===== config.mk =====
export PLATFORM = sky130hd
export DESIGN_NAME = calendar_ctrl
export DESIGN_NICKNAME = d
export VERILOG_FILES = /design/src/rtl/calendar_ctrl.sv
export SDC_FILE = /design/constraint.sdc
export NUM_CORES = 1
export LEC_CHECK = 0
export BUFFER_PORTS_ARGS = -buffer_cell sky130_fd_sc_hd__buf_2
export CAP_MARGIN = 20
export CELL_PAD_IN_SITES_DETAIL_PLACEMENT = 1
export CELL_PAD_IN_SITES_GLOBAL_PLACEMENT = 2
export CORE_MARGIN = 1.5
export CORE_UTILIZATION = 29
export DETAILED_ROUTE_END_ITERATION = 8
export HOLD_SLACK_MARGIN = 0.03
export PLACE_DENSITY_LB_ADDON = 0.15
export REMOVE_ABC_BUFFERS = 1
export SETUP_SLACK_MARGIN = 0.05
export SYNTH_ARGS = -nofsm -noshare
export SYNTH_HDL_FRONTEND = slang
export SYNTH_SLANG_ARGS = --single-unit

===== constraint.sdc =====
create_clock -name clk -period 3.43 [get_ports clk]
set_clock_uncertainty 0.05 [all_clocks]
set_input_delay 0.343 -clock clk [delete_from_list [all_inputs] [get_ports clk]]
set_output_delay 0.343 -clock clk [all_outputs]
set_load 0.1 [all_outputs]

===== src/rtl/calendar_ctrl.sv =====
// -----------------------------------------------------------------------------
// calendar_ctrl
//
// Day-resolution calendar holding a four-digit BCD year, a binary month and a
// binary day. A user load starts the calendar. After that, each tick advances
// the date by one day. Leap years follow the century rule. Year 0000 counts as
// leap. 9999-12-31 rolls over to 0000-01-01.
//
// Ports
//   clk                 sole clock, rising edge
//   rst                 synchronous active-high reset
//   tick                advance the stored date by one day (RUN only)
//   load                load the ld_* date (accepted only if valid)
//   ld_Ym..ld_Yo [3:0]  BCD year digits to load (thousands..ones)
//   ld_month     [3:0]  binary month to load, 1..12
//   ld_day       [4:0]  binary day to load, 1..31
//   Ym..Yo       [3:0]  current BCD year, registered
//   month        [3:0]  current month, registered
//   day          [4:0]  current day, registered
//   LY                  current year is leap, registered with the year
//   valid               a user-loaded date is held (state RUN)
//   load_err            one-cycle pulse after a rejected load
//   year_wrap           one-cycle pulse after the 9999 -> 0000 rollover
// -----------------------------------------------------------------------------
module calendar_ctrl (
    input  logic       clk,
    input  logic       rst,
    input  logic       tick,
    input  logic       load,
    input  logic [3:0] ld_Ym,
    input  logic [3:0] ld_Yh,
    input  logic [3:0] ld_Yt,
    input  logic [3:0] ld_Yo,
    input  logic [3:0] ld_month,
    input  logic [4:0] ld_day,
    output logic [3:0] Ym,
    output logic [3:0] Yh,
    output logic [3:0] Yt,
    output logic [3:0] Yo,
    output logic [3:0] month,
    output logic [4:0] day,
    output logic       LY,
    output logic       valid,
    output logic       load_err,
    output logic       year_wrap
);

    typedef enum logic {IDLE, RUN} state_t;

    state_t state_q, state_d;

    // Leap rule on BCD digits. lo is the last two digits and hi is the century.
    // A year ending in 00 is leap only when the century is a multiple of 4.
    function automatic logic leap_of(input logic [3:0] m, input logic [3:0] h,
                                     input logic [3:0] t, input logic [3:0] o);
        logic [6:0] lo;
        logic [6:0] hi;
        lo = {3'b000, t} * 7'd10 + {3'b000, o};
        hi = {3'b000, m} * 7'd10 + {3'b000, h};
        return ((lo[1:0] == 2'b00) && (lo != 7'd0)) ||
               ((lo == 7'd0) && (hi[1:0] == 2'b00));
    endfunction

    function automatic logic [4:0] month_len(input logic [3:0] mo, input logic lp);
        case (mo)
            4'd2:                    return lp ? 5'd29 : 5'd28;
            4'd4, 4'd6, 4'd9, 4'd11: return 5'd30;
            default:                 return 5'd31;
        endcase
    endfunction

    // ---------------------------------------------------------------- load check
    logic ld_leap;
    logic ld_ok;

    assign ld_leap = leap_of(ld_Ym, ld_Yh, ld_Yt, ld_Yo);
    assign ld_ok   = (ld_Ym <= 4'd9) && (ld_Yh <= 4'd9) &&
                     (ld_Yt <= 4'd9) && (ld_Yo <= 4'd9) &&
                     (ld_month >= 4'd1) && (ld_month <= 4'd12) &&
                     (ld_day >= 5'd1) && (ld_day <= month_len(ld_month, ld_leap));

    // ------------------------------------------------------- BCD year increment
    logic       c_o, c_t, c_h, c_m;
    logic [3:0] yo_inc, yt_inc, yh_inc, ym_inc;

    assign c_o    = (Yo == 4'd9);
    assign c_t    = c_o && (Yt == 4'd9);
    assign c_h    = c_t && (Yh == 4'd9);
    assign c_m    = c_h && (Ym == 4'd9);
    assign yo_inc = c_o ? 4'd0 : Yo + 4'd1;
    assign yt_inc = c_o ? (c_t ? 4'd0 : Yt + 4'd1) : Yt;
    assign yh_inc = c_t ? (c_h ? 4'd0 : Yh + 4'd1) : Yh;
    assign ym_inc = c_h ? (c_m ? 4'd0 : Ym + 4'd1) : Ym;

    // ------------------------------------------------------ next-state / outputs
    logic [3:0] ym_d, yh_d, yt_d, yo_d, month_d;
    logic [4:0] day_d;
    logic       ly_d, load_err_d, year_wrap_d;

    always_comb begin
        // NOTE: every output of this block gets a default before any branch.
        // Without the defaults, a path that skips an assignment infers a latch.
        state_d     = state_q;
        ym_d        = Ym;
        yh_d        = Yh;
        yt_d        = Yt;
        yo_d        = Yo;
        month_d     = month;
        day_d       = day;
        ly_d        = LY;
        load_err_d  = 1'b0;
        year_wrap_d = 1'b0;

        if (load) begin
            // Load takes priority: a tick in the same cycle is dropped even
            // when the load is rejected.
            if (ld_ok) begin
                state_d = RUN;
                ym_d    = ld_Ym;
                yh_d    = ld_Yh;
                yt_d    = ld_Yt;
                yo_d    = ld_Yo;
                month_d = ld_month;
                day_d   = ld_day;
                ly_d    = ld_leap;
            end else begin
                load_err_d = 1'b1;
            end
        end else if (tick && (state_q == RUN)) begin
            if (day < month_len(month, LY)) begin
                day_d = day + 5'd1;
            end else if (month < 4'd12) begin
                day_d   = 5'd1;
                month_d = month + 4'd1;
            end else begin
                day_d       = 5'd1;
                month_d     = 4'd1;
                ym_d        = ym_inc;
                yh_d        = yh_inc;
                yt_d        = yt_inc;
                yo_d        = yo_inc;
                ly_d        = leap_of(ym_inc, yh_inc, yt_inc, yo_inc);
                year_wrap_d = c_m;
            end
        end
    end

    // ---------------------------------------------------------------- registers
    always_ff @(posedge clk) begin
        // NOTE: sequential state uses non-blocking assignments only. Every
        // register then samples pre-edge values, whatever the statement order.
        if (rst) begin
            state_q   <= IDLE;
            Ym        <= 4'd0;
            Yh        <= 4'd0;
            Yt        <= 4'd0;
            Yo        <= 4'd0;
            month     <= 4'd1;
            day       <= 5'd1;
            LY        <= 1'b1;
            load_err  <= 1'b0;
            year_wrap <= 1'b0;
        end else begin
            state_q   <= state_d;
            Ym        <= ym_d;
            Yh        <= yh_d;
            Yt        <= yt_d;
            Yo        <= yo_d;
            month     <= month_d;
            day       <= day_d;
            LY        <= ly_d;
            load_err  <= load_err_d;
            year_wrap <= year_wrap_d;
        end
    end

    assign valid = (state_q == RUN);

endmodule


==> results of run 1 <==
logic make-up (layout without fill, tap and decap cells):
| logic type | count (synthesis) | after routing | share of synthesized area |
|---|---|---|---|
| and+or+nand+nor | 123 | 124 | 0.252 |
| AOI/OAI and AO/OA | 86 | 86 | 0.213 |
| buffers and inverters | 33 | 115 | 0.0522 |
| adders and majority gates | 30 | 30 | 0.150 |
| DFF | 29 | 29 | 0.214 |
| muxes | 21 | 21 | 0.0799 |
| xor gates and xnor gates | 12 | 12 | 0.0388 |
routing by layer:
metal | up-vias | GRT usage | share of wire | wire length, um
li1 | 1366 | - | - | -
met1 | 1328 | 0.239 | 0.48 | 4250
met2 | 59 | 0.329 | 0.48 | 4260
met3 | 6 | 0.0246 | 0.037 | 334
met4 | 0 | 0.0325 | 0.0071 | 63
met5 | - | 0 | 0 | 0
through the flow:
stage | TNS (ps) | power, W
6_report | 0 | 0.000955
5_1_grt | -711 | 0.00101
4_1_cts | 0 | 0.000965
3_5_place_dp | -9840 | 0.000618
3_3_place_gp | -6120 | 0.000614
2_1_floorplan | -363 | 0.000524
flip-flops by register name, indices dropped and copies added, names as in the netlist:
register,flops
day,5
valid,1
Yt,4
month,4
load_err,1
Yh,4
year_wrap,1
LY,1
Yo,4
Ym,4
synth_stat cells, drive strengths merged (2+ instances only):
cell    number  area, um^2
inv         21        78.8
nor2b        6        37.5
and3b        4        35.0
nor4b        2        17.5
nand2       33         124
o21ai       29         156
o221ai       3        26.3
o31ai        4        30.0
xor2         7        61.3
buf          4        32.5
a21oi       17        85.1
nor2        34         144
and4         2        20.0
mux2         5        56.3
fa           4        80.1
mux2i       16         160
xnor2        5        43.8
and3         3        18.8
nor3         4        20.0
clkbuf       8        30.0
o211ai       3        22.5
nor3b        5        37.5
ha          26         325
nand2b       4        25.0
dfxtp       29         581
a22o         2        17.5
nand3b       4        42.5
a21o         3        22.5
nand3       12        60.1
or3          3        18.8
a31oi        3        18.8
a211oi       7        52.6
o311ai       2        17.5
path summary, 6_finish.rpt:
path,start,cells past startpoint,end
max,ld_Yt[1],19,month[2]
min,ld_Yh[3],3,Yh[3]
max reg2reg,Yo[2],13,LY
min reg2reg,day[4],2,day[4]
worst reg2reg max path, cell delays in order, from the launching register on:
cell       delay (ps)
dfxtp_1           470
and4bb_2          330
nand2_1            90
a2bb2oi_1         220
inv_1              90
ha_1              310
ha_1              210
fa_1              510
nand2_1            50
a21oi_1           140
xnor2_1           150
xnor2_1           150
nor3_1             80
o31ai_1           190
cell type report:
| cell class | count | area [um^2] |
|---|---|---|
| Inverter | 21 | 78.8 |
| Tap cell | 111 | 139 |
| Clock inverter | 1 | 5.00 |
| Clock buffer | 7 | 96.3 |
| Multi-Input combinational cell | 273 | 2080 |
| Timing Repair Buffer | 86 | 515 |
| Sequential cell | 29 | 581 |
| Fill cell | 1133 | 5660 |
power breakdown:
group | total (W) | internal [W] | switching [W]
Sequential | 0.000358 | 0.000346 | 0.0000119
Clock | 0.000325 | 0.000181 | 0.000144
Combinational | 0.000273 | 0.0000937 | 0.000179
repair_timing:
| item | CTS | global route |
|---|---|---|
| gates resized for setup | 15 | 5 |
| endpoints found under the setup margin | 25 | 25 |
| cloned | 1 | 0 |
| pin swaps | 17 | 8 |
| setup buffers | 1 | 4 |
==> metrics, run 1 <==
area delta synth->final 29.2%; Mapped Cells approximately 330; hpwl dp roughly 7000 um; Final Cell Area roughly 3500 um^2; CTS Buffer Depth 2; Place WS -455 ps; Peak VDD IR 147 uV; standard-cell rows 35; RSZ-0062 raised after global routing true; min setup slack post-route 19.0 ps; Antenna Nets Post-Route 0; Worst EP required ~3500 ps; htree depth 2; die height around 100 um; Avg Inst Size Synth between 8 and 9 um^2; slowest stage delay, CP approximately 340 ps; synthesized area ~2700 um^2; CP arrival ~3500 ps; initial antenna violation count 0; worst skew pair latency ~280 ps; GRT Residual Overflow 0; Leakage about 1.6 nW; register area share after synthesis 0.214; commonest non-fill, non-tap cell in the layout buf_2; die width 99.6 um; Routed wire per std cell approximately 17 um; Post-Layout Cell Count ~530; status finished clean; Synth async-reset ratio 0; critical path's top delay family adder cells; Slew Limit Headroom 0.507; Post-synth EDFFs 0; Max-Cap Viols 0; die footprint between 9000 and 10,000 um^2; number of global-route vias before repair 2,774; Main synth FF type dfxtp_1; # setup viols final 0; Num Clock Sinks 29; share of cells above drive strength 1 0.293; 1st-iter DRT viols 85; kind of critical path primary input to register; CTS Hold Buffers Added 0; buffer and inverter count on the worst path 4; Worst setup SP type primary input; first-pass GRT wire length roughly 14,000 um; Total Routed Length ~8900 um; DR pass1 iterations 4; min cycle time layout about 3400 ps; CP cell instances buf_6 > ha_4 > ha_4 > inv_2 > fa_2 > xor2_2 > and3_1 > a31oi_1 > o21ai_1 > buf_4 > a221oi_2 > ha_1 > nand2_1 > o211ai_1 > and4_4 > buf_4 > o21ai_4 > mux2i_1 > nor2_1; CTS Root Cell clkbuf_8; CTS tree built; part of the cycle the worst path needs 0.994; hold slack between 300 and 400 ps; Final Hold Viols 0; Core Area just over 9000 um^2; clk slew on worst S/H paths approximately 70 ps; R2R setup slack roughly 300 ps; crit path max fanout 6; DRC viols 0; Tightest Hold Check Type primary input to register; post-synth cell types 60; nature of the critical path endpoint register; Least-Margin Pin Slew ~730 ps; DR vias/cell ~5.2; most frequent cells in the layout buf_2 (55), nor2_1 (32), nand2_1 (31); Critical-path top delay cell fa_2; Starting Density 0.296; I/O pin count 58; largest net degree at the start of global routing 36; vias after detailed routing around 2,800; flops & latches, synth 29; Layout Utilization 0.382; pwr/cell area 273 nW/um^2; synth warn 0; GPL Wtd Cong slightly below 0.8; Fmax between 0.2 and 0.3 GHz; buffers added on ports 57; Cell Area, Placed between 3000 and 4000 um^2; clock buffer count from CTS 5; number of diodes 0; Nets roughly 480; dpl cells between 500 and 600; final max-slew violation count 0; Total GRT Usage 0.184
Note: power is estimated with default switching activity, not from simulation.
==> run 2: changes to the inputs <==
--- a/config.mk
+++ b/config.mk
@@ -9,7 +9,7 @@
 export CAP_MARGIN = 20
 export CELL_PAD_IN_SITES_DETAIL_PLACEMENT = 1
 export CELL_PAD_IN_SITES_GLOBAL_PLACEMENT = 2
-export CORE_MARGIN = 1.5
+export CORE_MARGIN = 1
 export CORE_UTILIZATION = 29
 export DETAILED_ROUTE_END_ITERATION = 8
 export HOLD_SLACK_MARGIN = 0.03
==> run 2 against run 1 <==
- wire length fell by 2.5%
- sequential cell count stayed put
- sequential power hardly changed
- first-iteration DRC count down 34%
- combinational power is 4% higher
- non-clock buffer count is 7 lower
- cell count decreased by 2.1%
- hold slack worse by 22 ps
- clock power decreased by 7.1%
- via count is 1.6% lower
- global-route usage is 0.39 points lower
- setup slack improved by 77 ps
- largest cell class unchanged
- highest routed layer unchanged
==> metrics, run 2 (same netlist as run 1, synthesis figures left out) <==
die height 98.6 um; standard-cell rows 34; Post-Layout Cell Count 517; part of the cycle the worst path needs 0.972; Gate power share 0.300; min cycle time layout 3330 ps; CP arrival roughly 3500 ps; initial antenna violation count 0; dpl cells ~500; Largest register FFs 5; commonest non-fill, non-tap cell in the layout buf_2; number of global-route vias before repair 2,662; Least-Margin Pin Slew 758 ps; Nets about 470; Final Cell Area between 3000 and 4000 um^2; RSZ-0062 raised after global routing true; CTS Root Cell clkbuf_8; Worst EP required between 3000 and 4000 ps; kind of critical path primary input to register; internal power about 0.0006 W; clock buffer count from CTS 5; Slew Limit Headroom 0.491; Worst setup SP type primary input; Antenna Nets Post-Route 0; Leakage 1.62 nW; DR pass1 iterations 4; Fmax approximately 0.30 GHz; Peak VDD IR approximately 100 uV; hpwl dp 6690 um; nature of the critical path endpoint register; Routed wire per std cell 16.8 um; buffers added on ports between 50 and 60; final max-slew violation count 0; Num Clock Sinks 29; GPL Wtd Cong between 0.7 and 0.8; DRC viols 0; Max-Cap Viols 0; Tightest Hold Check Type primary input to register; Total Routed Length 8690 um; vias after detailed routing approximately 2,700; CTS Hold Buffers Added 0; Clk network pwr share 0.320; htree depth 2; largest register by flop count day; most frequent cells in the layout buf_2 (55), nor2_1 (31), dfxtp_1 (29), nand2_1 (29); largest net degree at the start of global routing 31; worst skew pair latency roughly 290 ps; Seq pwr share 0.380; die footprint just under 10,000 um^2; I/O pin count between 50 and 60; hold slack 281 ps; Cell Area, Placed approximately 3200 um^2; 1st-iter DRT viols 56; area delta synth->final 30.2%; DR vias/cell ~5.2; share of cells above drive strength 1 0.303; die width 98.6 um; pwr/cell area 268 nW/um^2; sw power 0.000340 W; Core Area between 8000 and 9000 um^2; Reg2Reg Depth 13; clk slew on worst S/H paths approximately 70 ps; GRT Residual Overflow 0; first-pass GRT wire length around 14,000 um; Starting Density 0.305; CTS Buffer Depth 2; crit path max fanout 6; status finished clean; Net Sw Frac 0.361; Total GRT Usage 0.180; # setup viols final 0; CTS tree built; hold-critical path depth 3; number of diodes 0; Final Hold Viols 0
-- run 2: power groups by stage --
| stage | clock network [W] | logic (W) | registers [W] |
|---|---|---|---|
| CTS | 0.000315 | 0.000258 | 0.000358 |
| global route | 0.000321 | 0.000305 | 0.000360 |
| detailed placement | 0 | 0.000250 | 0.000366 |
| floorplan | 0 | 0.0000923 | 0.000431 |
| finish | 0.000302 | 0.000283 | 0.000358 |
| global placement | 0 | 0.000246 | 0.000366 |
-- run 2: worst paths after layout --
path / startpoint / end / slack, ps
worst min-delay path: ld_Yh[3] / Yh[3] / 280
worst max register to register: Yo[2] / LY / 290
worst min register to register: Ym[1] / Ym[1] / 470
worst max-delay path: ld_Yt[1] / Yt[3] / 100
-- run 2: layer usage --
metal  up-vias  track usage  part of all wire
li1       1355            -                 -
met1      1303        0.234              0.48
met2        49        0.310              0.48
met3         7       0.0270             0.025
met4         0       0.0540            0.0099
met5         -            0                 0
-- run 2: what timing repair did --
action                                 in CTS  in global routing
endpoints found under the hold margin       0                  0
setup endpoints to repair                  25                 25
resized for setup                          10                 33
pin swaps                                  12                 24
buffers inserted                            0                  2
cloned                                      1                  0
-- run 2: cell type report --
type                       instances  area, um^2
sequential                        29         581
fill                            1077        5370
clock buffer                       7        86.3
multi-input combinational        273        2160
tap                              108         135
timing repair buffer              79         482
inverter                          21        78.8
-- run 2: through the flow --
step / utilization / worst slack [ps] / TNS (ps) / total power, W
floorplan: - / -363 / -363 / 0.000524
global placement: 0.363 / -300 / -6120 / 0.000612
detailed placement: 0.363 / -498 / -10700 / 0.000616
CTS: 0.377 / 56.7 / 0 / 0.000932
global route: 0.397 / -49.7 / -463 / 0.000986
finish: 0.397 / 96.0 / 0 / 0.000943
-- run 2: worst max-delay path, cell delays in order --
cell and delay (ps):
buf_8 100, ha_4 260, ha_4 110, inv_2 30, fa_2 370, xor2_4 180, and3_4 180, a31oi_4 200
o21ai_4 90, a221oi_2 260, ha_2 210, nor2b_1 40, o211ai_1 260, and4_4 410, buf_6 150, o221ai_1 130
a21oi_1 180
==> run 3: changes to the inputs <==
--- a/config.mk
+++ b/config.mk
@@ -7,10 +7,8 @@
 export LEC_CHECK = 0
 export BUFFER_PORTS_ARGS = -buffer_cell sky130_fd_sc_hd__buf_2
 export CAP_MARGIN = 20
-export CELL_PAD_IN_SITES_DETAIL_PLACEMENT = 1
-export CELL_PAD_IN_SITES_GLOBAL_PLACEMENT = 2
 export CORE_MARGIN = 1
-export CORE_UTILIZATION = 29
+export CORE_UTILIZATION = 50
 export DETAILED_ROUTE_END_ITERATION = 8
 export HOLD_SLACK_MARGIN = 0.03
 export PLACE_DENSITY_LB_ADDON = 0.15
==> run 3 against run 2 <==
- die area is 41% lower
- sequential share of layout area is 1.1 points higher
- global-route usage is 6.5 points higher
- critical path type unchanged
- critical path depth is 1 higher
- highest routed layer unchanged
- wire length is 19% lower
- cell area is 6.0% lower
- first-iteration DRC count is 130% higher
- sequential power hardly changed
- non-clock buffer count is 7 lower
- via count is 1.5% lower
- largest cell class unchanged
==> metrics, run 3 (same netlist as run 1, synthesis figures left out) <==
Final Cell Area 3310 um^2; clock buffer count from CTS 5; number of global-route vias before repair approximately 2,400; Least-Margin Pin Slew a little under 800 ps; Final Hold Viols 0; nature of the critical path endpoint register; FILL cells around 470; Routed wire per std cell between 10 and 15 um; kind of critical path primary input to register; clk slew on worst S/H paths about 60 ps; worst skew pair latency approximately 290 ps; Leakage approximately 1.6 nW; CTS Buffer Depth 2; overall power roughly 0.00089 W; most frequent cells in the layout buf_2 (55), nand2_1 (33), nor2_1 (33); largest net degree at the start of global routing 45; die width 75.6 um; vias after detailed routing between 2,000 and 3,000; Total GRT Usage 0.246; Fmax roughly 0.30 GHz; largest register by flop count day; hpwl dp around 5300 um; I/O pin count between 50 and 60; crit path max fanout 6; CTS Hold Buffers Added 0; Layout Utilization 0.641; die footprint between 5000 and 6000 um^2; # setup viols final 0; 1st-iter DRT viols approximately 130; status finished clean; Tightest Hold Check Type primary input to register; register cell area after layout roughly 580 um^2; buffers added on ports 57; CTS Root Cell clkbuf_8; GRT Residual Overflow 0; htree depth 2; share of cells above drive strength 1 0.261; Total Routed Length about 7000 um; die height ~76 um; DR vias/cell around 5.7; DRC viols 0; standard-cell rows 26; number of diodes 0; pwr/cell area about 270 nW/um^2; Max-Cap Viols 0; first-pass GRT wire length between 10,000 and 15,000 um; Antenna Nets Post-Route 0; Nets between 400 and 500; Largest register FFs 5; Slew Limit Headroom 0.470; part of the cycle the worst path needs 0.963; GPL Wtd Cong 0.877; Core Area 5170 um^2; initial antenna violation count 0; area delta synth->final 22.4%; DR pass1 iterations 4; sw power between 0.0003 and 0.0004 W; setup bufs post-CTS 0; min cycle time layout 3300 ps; Cell Area, Placed roughly 3100 um^2; Peak VDD IR approximately 170 uV; Num Clock Sinks 29; Worst EP required 3530 ps; Starting Density 0.523; Clk network pwr share 0.313; Worst setup SP type primary input; Gate power share 0.284; commonest non-fill, non-tap cell in the layout buf_2; final max-slew violation count 0; internal power ~0.00057 W; Seq pwr share 0.403; Net Sw Frac 0.356; CTS tree built; RSZ-0062 raised after global routing true; multi-input logic area a little over 2000 um^2; CP arrival approximately 3400 ps
[run 3: what timing repair did]
item	4_1_cts	5_1_grt
pin swaps	1	24
resized for setup	4	17
cloned	0	1
setup endpoints to repair	15	26
[run 3: worst max-delay path, cell delays in order]
cell and delay (ps):
buf_8 100, ha_4 260, ha_4 120, inv_2 30
fa_2 370, xor2_2 190, and3_1 160, a31oi_1 120
o21ai_1 70, buf_4 140, a221oi_2 230, ha_1 260
nand2_1 60, o211ai_1 120, and4_4 290, o21ai_4 270
mux2i_1 210, nor2_1 50
[run 3: layout make-up]
cell class,count,share of cell area
repair buffers,72,0.126
inverters,21,0.0238
flip-flops and latches,29,0.175
clock inverters,2,0.00302
multi-input cells,273,0.624
clock buffers,6,0.0219
well taps,70,0.0264
[run 3: power groups by stage]
stage	Sequential [W]	Clock, W	Combinational [W]
floorplan	0.000431	0	0.0000923
global placement	0.000366	0	0.000234
detailed placement	0.000367	0	0.000237
CTS	0.000359	0.000282	0.000240
global route	0.000361	0.000301	0.000275
finish	0.000359	0.000279	0.000253
[run 3: path summary, 6_finish.rpt]
check	start	endpoint	slack [ps]	cells after the start
hold reg to reg	valid	valid	470	2
setup reg to reg	Yo[0]	LY	230	12
hold / removal	ld_Yh[3]	Yh[3]	290	3
setup / recovery	ld_Yt[3]	month[2]	130	18
[run 3: layer usage]
layer  vias up  track usage  share of wire
met1      1251        0.297           0.45
met3        15       0.0450          0.042
li1       1338            -              -
met4         0       0.0885          0.020
met5         -            0              0
met2        69        0.437           0.48
[run 3: stage by stage]
stage	TNS, ps	cells	setup slack [ps]	hold slack, ps
3_5_place_dp	-6590	464	-332	465
2_1_floorplan	-363	322	-363	362
6_report	0	473	128	291
3_3_place_gp	-4290	464	-234	458
4_1_cts	0	472	60.9	293
5_1_grt	-65.2	473	-25.6	302
